==> src/rtl/tl_a_prot_echo_tracker_pkg.sv <==
// Shared prot echo types for the TileLink A-channel echo tracker.
// Holds the prot layout and its bit positions.
package tl_prot_pkg;

  localparam int PROT_W = 7;

  localparam int PROT_BUFFERABLE = 0;
  localparam int PROT_MODIFIABLE = 1;
  localparam int PROT_READALLOC  = 2;
  localparam int PROT_WRITEALLOC = 3;
  localparam int PROT_PRIVILEGED = 4;
  localparam int PROT_SECURE     = 5;
  localparam int PROT_FETCH      = 6;

  typedef struct packed {
    logic fetch;
    logic secure;
    logic privileged;
    logic writealloc;
    logic readalloc;
    logic modifiable;
    logic bufferable;
  } prot_t;

  function automatic prot_t to_prot(
    input logic [PROT_W-1:0] raw
  );
    return prot_t'(raw);
  endfunction

endpackage

==> src/rtl/tl_a_prot_echo_tracker_if.sv <==
// Observed A/D channel signals plus the tracker's echo and error outputs.
// master drives the channels; slave is the tracker.
interface tl_a_prot_echo_tracker_if #(
  parameter int SOURCE_BITS = 2,
  parameter int PROT_W      = 7
);
  logic                   a_valid;
  logic                   a_ready;
  logic                   a_last;
  logic [SOURCE_BITS-1:0] a_source;
  logic [PROT_W-1:0]      a_prot;
  logic                   d_valid;
  logic                   d_ready;
  logic                   d_last;
  logic [SOURCE_BITS-1:0] d_source;
  logic [PROT_W-1:0]      d_prot;
  logic                   d_prot_valid;
  logic [SOURCE_BITS:0]   inflight_cnt;
  logic                   err_dup_source;
  logic                   err_orphan_d;
  logic                   err_prot_change;

  modport master (
    output a_valid, a_ready, a_last,
    output a_source, a_prot,
    output d_valid, d_ready, d_last,
    output d_source,
    input  d_prot, d_prot_valid,
    input  inflight_cnt,
    input  err_dup_source, err_orphan_d,
    input  err_prot_change
  );

  modport slave (
    input  a_valid, a_ready, a_last,
    input  a_source, a_prot,
    input  d_valid, d_ready, d_last,
    input  d_source,
    output d_prot, d_prot_valid,
    output inflight_cnt,
    output err_dup_source, err_orphan_d,
    output err_prot_change
  );
endinterface

==> src/rtl/tl_a_prot_echo_tracker_table.sv <==
// Per-source {vld, prot} store: one alloc port, one clear port, one read port.
// Alloc overrides a same-entry clear in the same cycle.
module tl_echo_table
  import tl_prot_pkg::*;
#(
  parameter int SB = 2,
  parameter int PW = PROT_W
) (
  input  logic                 clk_i,
  input  logic                 rst_i,
  input  logic                 alloc_i,
  input  logic [SB-1:0]        alloc_idx_i,
  input  logic [PW-1:0]        alloc_prot_i,
  input  logic                 rel_i,
  input  logic [SB-1:0]        rel_idx_i,
  input  logic [SB-1:0]        rd_idx_i,
  output logic [PW-1:0]        rd_prot_o,
  output logic                 rd_vld_o,
  output logic [(1<<SB)-1:0]   vld_o
);
  localparam int N = 1 << SB;

  logic [N-1:0]  vld_q, vld_d;
  logic [PW-1:0] prot_q [N];
  logic [PW-1:0] prot_d [N];

  always_comb begin
    vld_d  = vld_q;
    prot_d = prot_q;
    if (rel_i) vld_d[rel_idx_i] = 1'b0;
    if (alloc_i) begin
      vld_d[alloc_idx_i]  = 1'b1;
      prot_d[alloc_idx_i] = alloc_prot_i;
    end
  end

  always_ff @(posedge clk_i or posedge rst_i) begin
    if (rst_i) begin
      vld_q <= '0;
      for (int i = 0; i < N; i++) prot_q[i] <= '0;
    end else begin
      vld_q  <= vld_d;
      prot_q <= prot_d;
    end
  end

  assign rd_prot_o = prot_q[rd_idx_i];
  assign rd_vld_o  = vld_q[rd_idx_i];
  assign vld_o     = vld_q;
endmodule

==> src/rtl/tl_a_prot_echo_tracker.sv <==
// Captures A-channel prot per source and echoes it beside the D response.
// Also flags duplicate sources, orphan responses and mid-burst prot changes.
module tl_a_prot_echo_tracker
  import tl_prot_pkg::*;
#(
  parameter int SOURCE_BITS = 2,
  parameter int PW          = PROT_W
) (
  input logic clock,
  input logic reset,
  tl_a_prot_echo_tracker_if.slave bus
);
  logic [(1<<SOURCE_BITS)-1:0] vld;
  logic [PW-1:0]        first_prot_q, first_prot_d;
  logic [SOURCE_BITS:0] cnt_q, cnt_d;
  logic a_first_q, a_first_d;
  logic dup_q, dup_d;
  logic orph_q, orph_d;
  logic pchg_q, pchg_d;
  logic a_fire, d_fire, alloc, rel;
  logic same_src, inc, dec;
  logic d_vld;

  assign a_fire   = bus.a_valid & bus.a_ready;
  assign d_fire   = bus.d_valid & bus.d_ready;
  assign alloc    = a_fire & a_first_q;
  assign rel      = d_fire & bus.d_last & d_vld;
  assign same_src = bus.a_source == bus.d_source;

  tl_echo_table #(
    .SB (SOURCE_BITS),
    .PW (PW)
  ) u_table (
    .clk_i        (clock),
    .rst_i        (reset),
    .alloc_i      (alloc),
    .alloc_idx_i  (bus.a_source),
    .alloc_prot_i (bus.a_prot),
    .rel_i        (rel),
    .rel_idx_i    (bus.d_source),
    .rd_idx_i     (bus.d_source),
    .rd_prot_o    (bus.d_prot),
    .rd_vld_o     (d_vld),
    .vld_o        (vld)
  );

  always_comb begin
    a_first_d    = a_first_q;
    first_prot_d = first_prot_q;
    if (a_fire) a_first_d = bus.a_last;
    if (alloc) first_prot_d = bus.a_prot;
    // A release of the same entry this cycle makes the reuse legal.
    dup_d  = alloc & vld[bus.a_source] & ~(rel & same_src);
    orph_d = d_fire & ~d_vld;
    pchg_d = a_fire & ~a_first_q &
             (bus.a_prot != first_prot_q);
    inc = alloc & ~vld[bus.a_source];
    dec = rel & ~(alloc & same_src);
    cnt_d = cnt_q;
    unique case ({inc, dec})
      2'b10:   cnt_d = cnt_q + 1'b1;
      2'b01:   cnt_d = cnt_q - 1'b1;
      default: cnt_d = cnt_q;
    endcase
  end

  always_ff @(posedge clock or posedge reset) begin
    if (reset) begin
      a_first_q    <= 1'b1;
      first_prot_q <= '0;
      cnt_q        <= '0;
      dup_q        <= 1'b0;
      orph_q       <= 1'b0;
      pchg_q       <= 1'b0;
    end else begin
      a_first_q    <= a_first_d;
      first_prot_q <= first_prot_d;
      cnt_q        <= cnt_d;
      dup_q        <= dup_d;
      orph_q       <= orph_d;
      pchg_q       <= pchg_d;
    end
  end

  assign bus.d_prot_valid    = d_vld;
  assign bus.inflight_cnt    = cnt_q;
  assign bus.err_dup_source  = dup_q;
  assign bus.err_orphan_d    = orph_q;
  assign bus.err_prot_change = pchg_q;
endmodule

==> src/flat_wrapper.sv <==
// flat-port wrapper written by rule: the top's interface ports become plain ports
module tl_a_prot_echo_tracker_flat import tl_prot_pkg::*;
#(
  parameter int SOURCE_BITS = 2,
  parameter int PW          = PROT_W
)
  (clock, reset, bus_a_valid, bus_a_ready, bus_a_last, bus_a_source, bus_a_prot, bus_d_valid, bus_d_ready, bus_d_last, bus_d_source, bus_d_prot, bus_d_prot_valid, bus_inflight_cnt, bus_err_dup_source, bus_err_orphan_d, bus_err_prot_change);
  tl_a_prot_echo_tracker_if #(.SOURCE_BITS(SOURCE_BITS), .PROT_W(7)) bus_i ();
  input logic clock;
  input logic reset;
  input wire logic [$bits(bus_i.a_valid)-1:0] bus_a_valid;
  input wire logic [$bits(bus_i.a_ready)-1:0] bus_a_ready;
  input wire logic [$bits(bus_i.a_last)-1:0] bus_a_last;
  input wire logic [$bits(bus_i.a_source)-1:0] bus_a_source;
  input wire logic [$bits(bus_i.a_prot)-1:0] bus_a_prot;
  input wire logic [$bits(bus_i.d_valid)-1:0] bus_d_valid;
  input wire logic [$bits(bus_i.d_ready)-1:0] bus_d_ready;
  input wire logic [$bits(bus_i.d_last)-1:0] bus_d_last;
  input wire logic [$bits(bus_i.d_source)-1:0] bus_d_source;
  output wire logic [$bits(bus_i.d_prot)-1:0] bus_d_prot;
  output wire logic [$bits(bus_i.d_prot_valid)-1:0] bus_d_prot_valid;
  output wire logic [$bits(bus_i.inflight_cnt)-1:0] bus_inflight_cnt;
  output wire logic [$bits(bus_i.err_dup_source)-1:0] bus_err_dup_source;
  output wire logic [$bits(bus_i.err_orphan_d)-1:0] bus_err_orphan_d;
  output wire logic [$bits(bus_i.err_prot_change)-1:0] bus_err_prot_change;
  assign bus_i.a_valid = bus_a_valid;
  assign bus_i.a_ready = bus_a_ready;
  assign bus_i.a_last = bus_a_last;
  assign bus_i.a_source = bus_a_source;
  assign bus_i.a_prot = bus_a_prot;
  assign bus_i.d_valid = bus_d_valid;
  assign bus_i.d_ready = bus_d_ready;
  assign bus_i.d_last = bus_d_last;
  assign bus_i.d_source = bus_d_source;
  assign bus_d_prot = bus_i.d_prot;
  assign bus_d_prot_valid = bus_i.d_prot_valid;
  assign bus_inflight_cnt = bus_i.inflight_cnt;
  assign bus_err_dup_source = bus_i.err_dup_source;
  assign bus_err_orphan_d = bus_i.err_orphan_d;
  assign bus_err_prot_change = bus_i.err_prot_change;
  tl_a_prot_echo_tracker #(.SOURCE_BITS(SOURCE_BITS), .PW(PW)) u_core (.clock(clock), .reset(reset), .bus(bus_i));
endmodule
==> config.mk <==
export PLATFORM = sky130hd
export DESIGN_NAME = tl_a_prot_echo_tracker_flat
export DESIGN_NICKNAME = d
export VERILOG_FILES = /design/src/rtl/tl_a_prot_echo_tracker_pkg.sv /design/src/rtl/tl_a_prot_echo_tracker_if.sv /design/src/rtl/tl_a_prot_echo_tracker_table.sv /design/src/rtl/tl_a_prot_echo_tracker.sv /design/src/flat_wrapper.sv
export SDC_FILE = /design/constraint.sdc
export NUM_CORES = 1
export LEC_CHECK = 0
export ABC_AREA = 1
export CAP_MARGIN = 5
export CORE_UTILIZATION = 58
export CTS_CLUSTER_SIZE = 20
export DETAILED_ROUTE_END_ITERATION = 6
export GPL_ROUTABILITY_DRIVEN = 1
export GPL_TIMING_DRIVEN = 0
export MAX_ROUTING_LAYER = met4
export PLACE_DENSITY = 0.84
export SLEW_MARGIN = 20
export SYNTH_ARGS = -nofsm -noshare
export SYNTH_HDL_FRONTEND = slang
export SYNTH_SLANG_ARGS = --single-unit
==> constraint.sdc <==
create_clock -name clock -period 3.6 [get_ports clock]
set_input_delay 0.72 -clock clock [delete_from_list [all_inputs] [get_ports clock]]
set_output_delay 0.72 -clock clock [all_outputs]
set_load 0.01 [all_outputs]
==> run summary <==
Bufs on Longest Clock Path = 2
Net Sw Frac = 0.310
CTS Buf Count = 5
Mapped Avg Cell Area = 8.70 um^2
# clock sinks = 46
# Post-CTS Setup Buffers = 0
Clock transition at the registers of the reported paths = 0.07 ns
Hold Buf Count CTS = 0
Gate Count Post-Synth = 259
Row cnt = 22
Final wirelength = 4750 um
Hold Crit Class = flip-flop to flip-flop
Gr busiest metal = met2
Psw = 459 uW
Final hold violations = 0
N_diodes = 0
Tot Pwr = 1.48 mW
Worst Hold Launch = u_core.u_table.prot_q[3]
Die Area = 0.00414 mm^2
Fraction of layout cells with a size suffix above 1 = 0.137
Core ar. = 0.00369 mm^2
Routed vias = 1815
Pin count of the biggest net entering global routing = 37
DRC Markers = 0
Max VDD drop = 340 uV
Max-cap violation count = 0
Critical path startpoint category = primary input
Root Driver = clkbuf_8
Worst Tran Pin Value = 0.660 ns
Pwr per Cell Area = 541 mW/mm^2
Drt initial violations = 127
Reg2Reg Launch Point = u_core.u_table.vld_o[3]
CTS resizes = 0
Seq/Total Area, Yosys = 0.512
M2 GR Usage = 0.403
Placed cell areas = 0.00264 mm^2
Placer Congestion = 0.861
#FFs+latches synth = 46
Fin crit share = 0.946
Grt met1 use = 0.356
Rel. slew slack = 0.558
CP Data Required Time = 2.88 ns
LEAKAGE = 1.32 nW
Final instance area = 0.00273 mm^2
Crit end category = output port
DR vias/cell = 5.23
Hold Crit Endpoint = u_core.u_table.prot_q[3]
PortBufs = 31
Initial antenna violation count = 0
CP Class = primary input to output port
Die Y = 64.3 um
Max Clock Freq = 294 MHz
Worst-path fanout max = 8
Register-to-register setup slack = 1.59 ns
Die width = 64.3 um
HPWL after DPL = 3360 um
M3 GR Usage = 0.0571
Syn Nets = 280
Sequential fraction of design power = 0.502
CP arrival = 2.69 ns
Reg2Reg Depth = 12
Worst-Skew Late Latency = 0.30 ns
First-pass GRT wire length = 7850 um
GRT overflow = 0
TNS Setup = 0 ns
Synth warn = 0
Internal power = 1.02 mW
Worst hold stages = 2
Clock Skews = 0.00615 ns
Synth Cell Area = 0.00225 mm^2
Area Growth Syn to Fin = 21.4%
CTS tree = built
Most frequent cells in the layout = nand2_1 (94), dfrtp_1 (45), clkdlybuf4s50_1 (31)
Starting Density = 0.611
Comb power frac = 0.282
Length of the first detailed-routing pass in iterations = 4
Hold slack = 0.485 ns
Final setup fails = 0
Post-layout min period = 3.41 ns
Library cells used by synthesis = 24
Ports = 33
Clock power share = 0.216
H-tree depth = 2
Routed wire length per instance = 13.7 um
R2r endpoint = u_core.bus.inflight_cnt[2]
Most common cell after layout, fill and taps aside = nand2_1
Tot GR Track Use = 0.266
RSZ-0062 raised after global routing = false
Final net count = 319
Antenna-violating nets left = 0
Slew Limit Fails = 0
Outcome = finished, final reports clean
Vias in the first global route = 1637
## sequential cells by signal (all words and copies together), names as in the netlist
register,count
u_core.u_table.prot_q,28
u_core.first_prot_q,7
u_core.u_table.vld_o,4
u_core.bus.inflight_cnt,3
u_core.a_first_q,1
u_core.bus.err_dup_source,1
u_core.bus.err_orphan_d,1
u_core.bus.err_prot_change,1
## routing by layer
| metal | wire, um | part of all wire |
|---|---|---|
| met2 | 2250 | 0.47 |
| met4 | 73 | 0.015 |
| met1 | 2170 | 0.46 |
| met5 | 0 | 0 |
| met3 | 261 | 0.055 |
## critical path, stage by stage
cell,delay [ns]
clkdlybuf4s50_1,0.54
nor2_1,0.57
a22oi_1,0.19
nand3_1,0.13
clkdlybuf4s50_1,0.54
## metrics by stage
step,std cells,util,worst slack (ns)
floorplan,259,-,1.27
global placement,338,0.711,0.260
detailed placement,339,0.716,0.242
CTS,347,0.741,0.231
global route,347,0.741,0.128
finish,347,0.741,0.194
## power by group through the flow
stage | logic, mW | clock network, mW | registers, mW
final | 0.417 | 0.320 | 0.743
after global routing | 0.471 | 0.346 | 0.754
after CTS | 0.421 | 0.326 | 0.741
after detailed placement | 0.418 | 0 | 0.751
after global placement | 0.403 | 0 | 0.741
after floorplan | 0.256 | 0 | 0.740
## worst max path at each step
stage                                  to  slack (ns)  cells past startpoint       startpoint
2_1_floorplan  u_core.bus.inflight_cnt[2]        1.27                     13  bus_d_source[0]
3_3_place_gp                bus_d_prot[0]        0.26                      5  bus_d_source[1]
3_5_place_dp                bus_d_prot[0]        0.24                      5  bus_d_source[1]
4_1_cts                     bus_d_prot[0]        0.23                      5  bus_d_source[1]
5_1_grt                     bus_d_prot[2]        0.13                      5  bus_d_source[1]
6_report                    bus_d_prot[0]        0.19                      5  bus_d_source[1]
## cell type report
cell class                 instances  area [um^2]
buffer                             7         66.3
clock inverter                     1         5.00
clock buffer                       7         86.3
tap                               48         60.1
fill                             290          955
inverter                          24         90.1
sequential                        46         1150
multi-input combinational        182          943
timing repair buffer              32          330
## kinds of logic after synthesis
group,after synthesis,synth area share
AOI/OAI and AO/OA,44,0.126
xor gates and xnor gates,8,0.0311
adders and majority gates,2,0.0144
buffers and inverters,31,0.0694
DFF,46,0.512
and+or+nand+nor,128,0.248
## synth_stat cells
| cell type | n | area (um^2) |
|---|---|---|
| nand2_2 | 1 | 6.26 |
| o21ai_0 | 17 | 85.1 |
| xnor2_1 | 5 | 43.8 |
| dfrtp_1 | 45 | 1130 |
| nand2_1 | 94 | 353 |
| o21ai_2 | 14 | 123 |
| o21ai_1 | 7 | 35.0 |
| buf_6 | 5 | 56.3 |
| nand3_1 | 13 | 65.1 |
| nor2_1 | 9 | 33.8 |
| nand3_2 | 1 | 10.0 |
| buf_2 | 2 | 10.0 |
| nand4_1 | 3 | 18.8 |
| a21oi_1 | 2 | 10.0 |
| nand3_4 | 2 | 35.0 |
| inv_1 | 23 | 86.3 |
| xor2_1 | 3 | 26.3 |
| nand2_4 | 1 | 11.3 |
| nor2_2 | 4 | 25.0 |
| dfstp_2 | 1 | 26.3 |
| fa_1 | 1 | 20.0 |
| inv_2 | 1 | 3.75 |
| a22oi_1 | 4 | 30.0 |
| ha_1 | 1 | 12.5 |
(Power assumes the default switching activity.)
